--- config.mk ---
export PLATFORM = sky130hd
export DESIGN_NAME = compare_monitor_flat
export DESIGN_NICKNAME = d
export VERILOG_FILES = /design/src/rtl/compare_monitor_pkg.sv /design/src/rtl/compare_monitor_if.sv /design/src/rtl/compare_monitor_sat_counter.sv /design/src/rtl/compare_monitor.sv /design/src/flat_wrapper.sv
export SDC_FILE = /design/constraint.sdc
export NUM_CORES = 1
export LEC_CHECK = 0
export ABC_AREA = 1
export CORE_UTILIZATION = 45
export DETAILED_ROUTE_END_ITERATION = 8
export GPL_TIMING_DRIVEN = 0
export PLACE_DENSITY = 0.67
export RECOVER_POWER = 100
export SLEW_MARGIN = 20
export SYNTH_ARGS = -nofsm -noshare
export SYNTH_HDL_FRONTEND = slang
export SYNTH_SLANG_ARGS = --single-unit
--- constraint.sdc ---
create_clock -name clk -period 1.7 [get_ports clk]
set_clock_uncertainty 0.1 [all_clocks]
set_input_delay 0.34 -clock clk [delete_from_list [all_inputs] [get_ports clk]]
set_output_delay 0.34 -clock clk [all_outputs]
set_load 0.1 [all_outputs]
--- src/rtl/compare_monitor_pkg.sv ---
// compare_monitor_pkg
//   Shared types and constants for the comparator stability monitor.
//   - state_t    : qualification FSM states
//   - CODE_*     : {GT,LT,EQ} sample encodings
//   - is_onehot  : true when a sample code is a single valid flag
package compare_monitor_pkg;

    typedef enum logic [1:0] {
        S_IDLE,
        S_QUAL,
        S_STABLE
    } state_t;

    localparam logic [2:0] CODE_GT   = 3'b100;
    localparam logic [2:0] CODE_LT   = 3'b010;
    localparam logic [2:0] CODE_EQ   = 3'b001;
    localparam logic [2:0] CODE_NONE = 3'b000;

    function automatic logic is_onehot(input logic [2:0] code);
        return (code == CODE_GT) || (code == CODE_LT) || (code == CODE_EQ);
    endfunction

endpackage

--- src/rtl/compare_monitor_if.sv ---
// compare_monitor_if
//   Groups the comparator flags, sample controls and monitor results.
//   master : drives GT/LT/EQ/en/clr, observes the results
//   slave  : the monitor; consumes the flags, drives the results
interface compare_monitor_if #(
    parameter int unsigned CNT_W = 8
);
    logic             GT;
    logic             LT;
    logic             EQ;
    logic             en;
    logic             clr;
    logic             stable_gt;
    logic             stable_lt;
    logic             stable_eq;
    logic             change;
    logic [CNT_W-1:0] gt_cnt;
    logic [CNT_W-1:0] lt_cnt;
    logic [CNT_W-1:0] eq_cnt;
    logic             err;

    modport master (
        output GT, LT, EQ, en, clr,
        input  stable_gt, stable_lt, stable_eq, change,
        input  gt_cnt, lt_cnt, eq_cnt, err
    );

    modport slave (
        input  GT, LT, EQ, en, clr,
        output stable_gt, stable_lt, stable_eq, change,
        output gt_cnt, lt_cnt, eq_cnt, err
    );
endinterface

--- src/rtl/compare_monitor_sat_counter.sv ---
// sat_counter
//   Saturating up-counter for stable-declaration events.
//   clk     : clock
//   reset_n : asynchronous active-low reset
//   clr     : synchronous clear (wins over inc)
//   inc     : increment by one, holding at all-ones
//   count   : current count
module sat_counter #(
    parameter int unsigned CNT_W = 8
) (
    input  logic             clk,
    input  logic             reset_n,
    input  logic             clr,
    input  logic             inc,
    output logic [CNT_W-1:0] count
);

    logic [CNT_W-1:0] count_q;
    logic [CNT_W-1:0] count_d;

    always_comb begin
        count_d = count_q;
        if (clr) begin
            count_d = '0;
        end else if (inc && (count_q != '1)) begin
            count_d = count_q + 1'b1;
        end
    end

    always_ff @(posedge clk or negedge reset_n) begin
        if (!reset_n) begin
            count_q <= '0;
        end else begin
            count_q <= count_d;
        end
    end

    assign count = count_q;

endmodule

--- src/rtl/compare_monitor.sv ---
// compare_monitor
//   Watches the registered GT/LT/EQ flags of an upstream comparator and
//   declares a stable result after STABLE_CYCLES identical valid samples.
//   clk     : clock
//   reset_n : asynchronous active-low reset
//   bus     : compare_monitor_if.slave
//             in : GT, LT, EQ, en (sample enable), clr (sync clear)
//             out: stable_gt/lt/eq, change pulse, gt/lt/eq_cnt, sticky err
module compare_monitor
    import compare_monitor_pkg::*;
#(
    parameter int unsigned STABLE_CYCLES = 3,
    parameter int unsigned CNT_W         = 8
) (
    input  logic                 clk,
    input  logic                 reset_n,
    compare_monitor_if.slave     bus
);

    localparam logic [7:0] STABLE_N = 8'(STABLE_CYCLES);

    logic [2:0] code;
    logic       valid;
    logic       invalid;
    logic [2:0] samp;

    state_t     state_q,  state_d;
    logic [2:0] cand_q,   cand_d;
    logic [7:0] streak_q, streak_d;
    logic [2:0] stable_q, stable_d;
    logic       change_q, change_d;
    logic       err_q,    err_d;

    logic [7:0] streak_inc;
    logic       declare;
    logic       inc_gt, inc_lt, inc_eq;

    // Invalid (multi-hot) samples are folded into "none" for the FSM.
    assign code       = {bus.GT, bus.LT, bus.EQ};
    assign valid      = is_onehot(code);
    assign invalid    = (code != CODE_NONE) && !valid;
    assign samp       = valid ? code : CODE_NONE;
    assign streak_inc = streak_q + 8'd1;

    // State register
    always_ff @(posedge clk or negedge reset_n) begin
        if (!reset_n) begin
            state_q  <= S_IDLE;
            cand_q   <= '0;
            streak_q <= '0;
            stable_q <= '0;
            change_q <= 1'b0;
            err_q    <= 1'b0;
        end else begin
            state_q  <= state_d;
            cand_q   <= cand_d;
            streak_q <= streak_d;
            stable_q <= stable_d;
            change_q <= change_d;
            err_q    <= err_d;
        end
    end

    // Next-state logic
    always_comb begin
        state_d  = state_q;
        cand_d   = cand_q;
        streak_d = streak_q;
        if (bus.clr) begin
            state_d  = S_IDLE;
            cand_d   = '0;
            streak_d = '0;
        end else if (bus.en) begin
            case (state_q)
                S_IDLE: begin
                    if (valid) begin
                        state_d  = S_QUAL;
                        cand_d   = samp;
                        streak_d = 8'd1;
                    end
                end
                S_QUAL: begin
                    if (!valid) begin
                        state_d  = S_IDLE;
                        streak_d = '0;
                    end else if (samp == cand_q) begin
                        streak_d = streak_inc;
                        if (streak_inc == STABLE_N) begin
                            state_d = S_STABLE;
                        end
                    end else begin
                        cand_d   = samp;
                        streak_d = 8'd1;
                    end
                end
                S_STABLE: begin
                    if (!valid) begin
                        state_d  = S_IDLE;
                        streak_d = '0;
                    end else if (samp == cand_q) begin
                        if (streak_q != 8'hFF) begin
                            streak_d = streak_inc;
                        end
                    end else begin
                        state_d  = S_QUAL;
                        cand_d   = samp;
                        streak_d = 8'd1;
                    end
                end
                default: begin
                    state_d  = S_IDLE;
                    streak_d = '0;
                end
            endcase
        end
    end

    // Output logic: declaration happens on the edge that completes the streak.
    always_comb begin
        declare  = !bus.clr && bus.en && (state_q == S_QUAL) && valid &&
                   (samp == cand_q) && (streak_inc == STABLE_N);
        stable_d = stable_q;
        change_d = 1'b0;
        err_d    = err_q;
        if (bus.clr) begin
            stable_d = '0;
            err_d    = 1'b0;
        end else if (bus.en) begin
            err_d = err_q | invalid;
            if (declare) begin
                stable_d = cand_q;
                change_d = (cand_q != stable_q);
            end
        end
        inc_gt = declare && (cand_q == CODE_GT);
        inc_lt = declare && (cand_q == CODE_LT);
        inc_eq = declare && (cand_q == CODE_EQ);
    end

    sat_counter #(.CNT_W(CNT_W)) u_gt_cnt (
        .clk     (clk),
        .reset_n (reset_n),
        .clr     (bus.clr),
        .inc     (inc_gt),
        .count   (bus.gt_cnt)
    );

    sat_counter #(.CNT_W(CNT_W)) u_lt_cnt (
        .clk     (clk),
        .reset_n (reset_n),
        .clr     (bus.clr),
        .inc     (inc_lt),
        .count   (bus.lt_cnt)
    );

    sat_counter #(.CNT_W(CNT_W)) u_eq_cnt (
        .clk     (clk),
        .reset_n (reset_n),
        .clr     (bus.clr),
        .inc     (inc_eq),
        .count   (bus.eq_cnt)
    );

    assign bus.stable_gt = stable_q[2];
    assign bus.stable_lt = stable_q[1];
    assign bus.stable_eq = stable_q[0];
    assign bus.change    = change_q;
    assign bus.err       = err_q;

endmodule
--- src/flat_wrapper.sv ---
// flat-port wrapper written by rule: the top's interface ports become plain ports
module compare_monitor_flat import compare_monitor_pkg::*;
#(
    parameter int unsigned STABLE_CYCLES = 3,
    parameter int unsigned CNT_W         = 8
)
  (clk, reset_n, bus_GT, bus_LT, bus_EQ, bus_en, bus_clr, bus_stable_gt, bus_stable_lt, bus_stable_eq, bus_change, bus_gt_cnt, bus_lt_cnt, bus_eq_cnt, bus_err);
  compare_monitor_if #(.CNT_W(CNT_W)) bus_i ();
  input  logic clk;
  input  logic reset_n;
  input wire logic [$bits(bus_i.GT)-1:0] bus_GT;
  input wire logic [$bits(bus_i.LT)-1:0] bus_LT;
  input wire logic [$bits(bus_i.EQ)-1:0] bus_EQ;
  input wire logic [$bits(bus_i.en)-1:0] bus_en;
  input wire logic [$bits(bus_i.clr)-1:0] bus_clr;
  output wire logic [$bits(bus_i.stable_gt)-1:0] bus_stable_gt;
  output wire logic [$bits(bus_i.stable_lt)-1:0] bus_stable_lt;
  output wire logic [$bits(bus_i.stable_eq)-1:0] bus_stable_eq;
  output wire logic [$bits(bus_i.change)-1:0] bus_change;
  output wire logic [$bits(bus_i.gt_cnt)-1:0] bus_gt_cnt;
  output wire logic [$bits(bus_i.lt_cnt)-1:0] bus_lt_cnt;
  output wire logic [$bits(bus_i.eq_cnt)-1:0] bus_eq_cnt;
  output wire logic [$bits(bus_i.err)-1:0] bus_err;
  assign bus_i.GT = bus_GT;
  assign bus_i.LT = bus_LT;
  assign bus_i.EQ = bus_EQ;
  assign bus_i.en = bus_en;
  assign bus_i.clr = bus_clr;
  assign bus_stable_gt = bus_i.stable_gt;
  assign bus_stable_lt = bus_i.stable_lt;
  assign bus_stable_eq = bus_i.stable_eq;
  assign bus_change = bus_i.change;
  assign bus_gt_cnt = bus_i.gt_cnt;
  assign bus_lt_cnt = bus_i.lt_cnt;
  assign bus_eq_cnt = bus_i.eq_cnt;
  assign bus_err = bus_i.err;
  compare_monitor #(.STABLE_CYCLES(STABLE_CYCLES), .CNT_W(CNT_W)) u_core (.clk(clk), .reset_n(reset_n), .bus(bus_i));
endmodule
==> summary.md <==
| Metric | Value |
|---|---|
| Status | `finished with violations` |
| Failing checks | `negative setup slack` |
| Int Power | `between 0.0015 and 0.002 W` |
| Gate power share | `between 30 and 40%` |
| Final cycle utilization of the critical path | `114%` |
| Largest net degree at the start of global routing | `23` |
| Yosys warnings | `0` |
| Final HPWL from detailed placement | `4970 um` |
| Post-route DRC violation count | `0` |
| Initial Util | `47.1%` |
| Placed cells | `between 500 and 600` |
| Register area share after synthesis | `~38%` |
| Pwr dens | `between 800 and 900 nW/um^2` |
| CTS sink count | `42` |
| CTS tree | `built` |
| Worst VDD drop | `0.465 mV` |
| Total Routing Usage GR | `23.5%` |
| PortBufs | `35` |
| Post-Syn Area | `around 2800 um^2` |
| Final GP Congestion | `~0.85` |
| Worst path buffer plus inverter count | `2` |
| Vias in the first global route | `approximately 2500` |
| Io pins | `36` |
| Cell Rows | `28` |
| Fin. Hold Viols | `0` |
| Num CTS Buffers | `5` |
| Max cap viols | `0` |
| First-pass detailed-route iteration total | `5` |
| Post-synthesis cell count | `395` |
| Post-Layout Cell Count | `approximately 540` |
| Final worst-path setup slack | `-0.233 ns` |
| Most common cell after layout, fill and taps aside | `nand2_1` |
| Setup crit end kind | `flop` |
| Crit-path cells | `ha_4 -> inv_2 -> nand2_2 -> nand2_2 -> nand2_2 -> nor2_2 -> nand3_2 -> nor2_4 -> nand2_4 -> nand2_8 -> clkbuf_16 -> nand3_1 -> nand2_1` |
| Crit path max-delay family | `simple AND/OR/NAND/NOR gates` |
| Post-layout util | `approximately 64%` |
| Slowest-stage cell, CP | `dfrtp_2` |
| Via count | `between 2000 and 3000` |
| Distinct cell type count after synthesis | `30` |
| Syn-to-layout area delta | `35.8%` |
| Kind of critical path | `reg2reg` |
| Die W | `between 80 and 90 um` |
| Relative slew slack | `63.6%` |
| Sw Ratio | `a little over two fifths` |
| Core Footprint | `a little under 6000 um^2` |
| Final WL | `7510 um` |
| Count of endpoints failing setup in the final report | `30` |
| CP max FO | `7` |
| Die H | `slightly above 80 um` |
| Synth Area per Inst | `between 7 and 8 um^2` |
| DIE AREA | `between 6000 and 7000 um^2` |
| Nets | `around 480` |
| CP Launch Type | `flop` |
| Total gr overflow | `0` |
| Maximum root-to-sink buffer count | `2` |
| Global-route wire length before repair | `11900 um` |
| Vias per std cell | `~5.3` |
| Req. time, crit path | `1.85 ns` |
| RSZ-0062 raised after global routing | `yes` |
| Root Driver | `clkbuf_8` |
| Flop pwr share | `a little under 40%` |
| Share of cells above drive strength 1 | `roughly 39%` |
| Storage cell area | `approximately 1100 um^2` |
| FF+latch count, synth | `42` |
| Clock-pin slew on the worst setup and hold paths | `approximately 0.1 ns` |
| Multi-input gate area | `around 1900 um^2` |
| Slew at the pin with the worst max-slew slack | `roughly 0.55 ns` |
| Most frequent cells in the layout | `nand2_1, nor2_1, nand3_1, inv_1, buf_4` |
| Remaining antenna violation count | `0` |
| Slowest stage delay, CP | `approximately 0.45 ns` |
| Max-slew violation count | `0` |
| Routed wire per std cell | `14.0 um` |
| Psw | `between 0.001 and 0.0015 W` |
| Worst hold path class | `in2reg` |
| Initial antenna violation count | `0` |
| DR iter-0 viols | `around 180` |
| F_max | `0.517 GHz` |
| Clock latency on the worst-skew pair | `between 0.3 and 0.4 ns` |
| Synthesized Nets | `between 400 and 500` |
| Fill count | `~550` |
| Clock power frac | `between 20% and 30%` |
| Min Tclk post-route | `slightly below 2 ns` |
| Static Leak | `about 1.8 nW` |
| Worst EP arrival | `around 2.1 ns` |
| H-Tree Level Count | `2` |
| CP dominant cell by count | `nand2_2` |
| Diodes inserted | `0` |
| Final Power | `0.00315 W` |
==> cell families (layout without fill, tap and decap cells) <==
logic type      count (synthesis)  after routing  synth area share, %
simple gates                  259            259                 42.5
buf+inv                        44            110                 6.83
flops                          42             42                 37.5
compound gates                 30             30                 5.67
xor+xnor                       11             11                 3.44
fa+ha+maj                       9              9                 4.02
==> worst register-to-register path, delay by kind of cell, from the launching register on <==
family,cells,cell delay [ns]
adders and majority gates,1,0.19
DFF,1,0.45
and+or+nand+nor,10,0.91
buffers and inverters,2,0.22
==> final timing paths <==
path	startpoint	end	slack, ns	cells after the start
setup / recovery	u_core.streak_q[1]	u_core.u_eq_cnt.count[2]	-0.23	13
hold / removal	bus_LT	u_core.cand_q[1]	0.36	3
setup reg to reg	u_core.streak_q[1]	u_core.u_eq_cnt.count[2]	-0.23	13
hold reg to reg	u_core.bus.err	u_core.bus.err	0.41	2
max in group asynchronous	reset_n	u_core.u_gt_cnt.count[1]	0.26	3
min in group asynchronous	reset_n	u_core.u_eq_cnt.count[0]	0.43	2
==> through the flow <==
step / hold slack (ns) / worst slack, ns / TNS, ns / area (um^2)
floorplan: -0.0556 / -0.344 / -5.86 / 2950
global placement: 0.386 / -1.36 / -81.33 / 3390
detailed placement: 0.246 / -0.769 / -34.90 / 3410
CTS: 0.401 / -0.190 / -4.68 / 3560
global route: 0.365 / -0.356 / -9.79 / 3810
finish: 0.361 / -0.233 / -5.88 / 3810
==> what timing repair did <==
item / in CTS / in global routing
resized for setup: 171 / 60
setup endpoints to repair: 71 / 46
hold buffers: 1 / 0
hold endpoints to repair: 20 / 0
cloned: 0 / 2
setup buffers: 8 / 12
pin swaps: 10 / 34
==> cells in the mapped netlist, drive strengths merged <==
| library cell | n | area [um^2] |
|---|---|---|
| nand4 | 14 | 87.6 |
| clkbuf | 1 | 3.75 |
| nand2 | 126 | 522 |
| dfrtp | 42 | 1050 |
| buf | 7 | 52.6 |
| nor2 | 57 | 241 |
| xor2 | 7 | 61.3 |
| nor3 | 8 | 40.0 |
| nor3b | 3 | 22.5 |
| o22ai | 1 | 6.26 |
| xnor2 | 4 | 35.0 |
| ha | 9 | 113 |
| o21bai | 2 | 15.0 |
| nand3 | 48 | 260 |
| or2 | 1 | 6.26 |
| a21boi | 1 | 7.51 |
| o21ai | 22 | 110 |
| a21oi | 4 | 20.0 |
| and3 | 2 | 12.5 |
| inv | 36 | 135 |
==> sequential cells by signal, indices dropped and copies added (netlist names) <==
signal,flops
u_core.bus.change,1
u_core.bus.err,1
u_core.state_q,2
u_core.u_lt_cnt.count,8
u_core.streak_q,8
u_core.u_eq_cnt.count,8
u_core.stable_q,3
u_core.cand_q,3
u_core.u_gt_cnt.count,8
==> metal layers <==
layer  up-vias  track usage (%)  wire [um]
met2        68             37.9       3490
li1       1419                -          -
met1      1333             31.6       3590
met5         -                0          0
met3         5             4.16        361
met4         0             7.68         68
==> layout make-up <==
type	count	area share, %
multi-input combinational	309	49.6
clock buffer	6	2.17
inverter	36	3.68
tap	75	2.47
buffer	7	1.58
clock inverter	2	0.329
timing repair buffer	59	11.4
sequential	42	28.8
==> power by group through the flow <==
stage / Clock (W) / Combinational, W / Sequential, W
6_report: 0.000718 / 0.00122 / 0.00122
5_1_grt: 0.000765 / 0.00132 / 0.00123
4_1_cts: 0.000733 / 0.00106 / 0.00119
3_5_place_dp: 0 / 0.00101 / 0.00121
3_3_place_gp: 0 / 0.000989 / 0.00121
2_1_floorplan: 0 / 0.000468 / 0.00149
No activity file was read; power rests on OpenSTA's default activity.
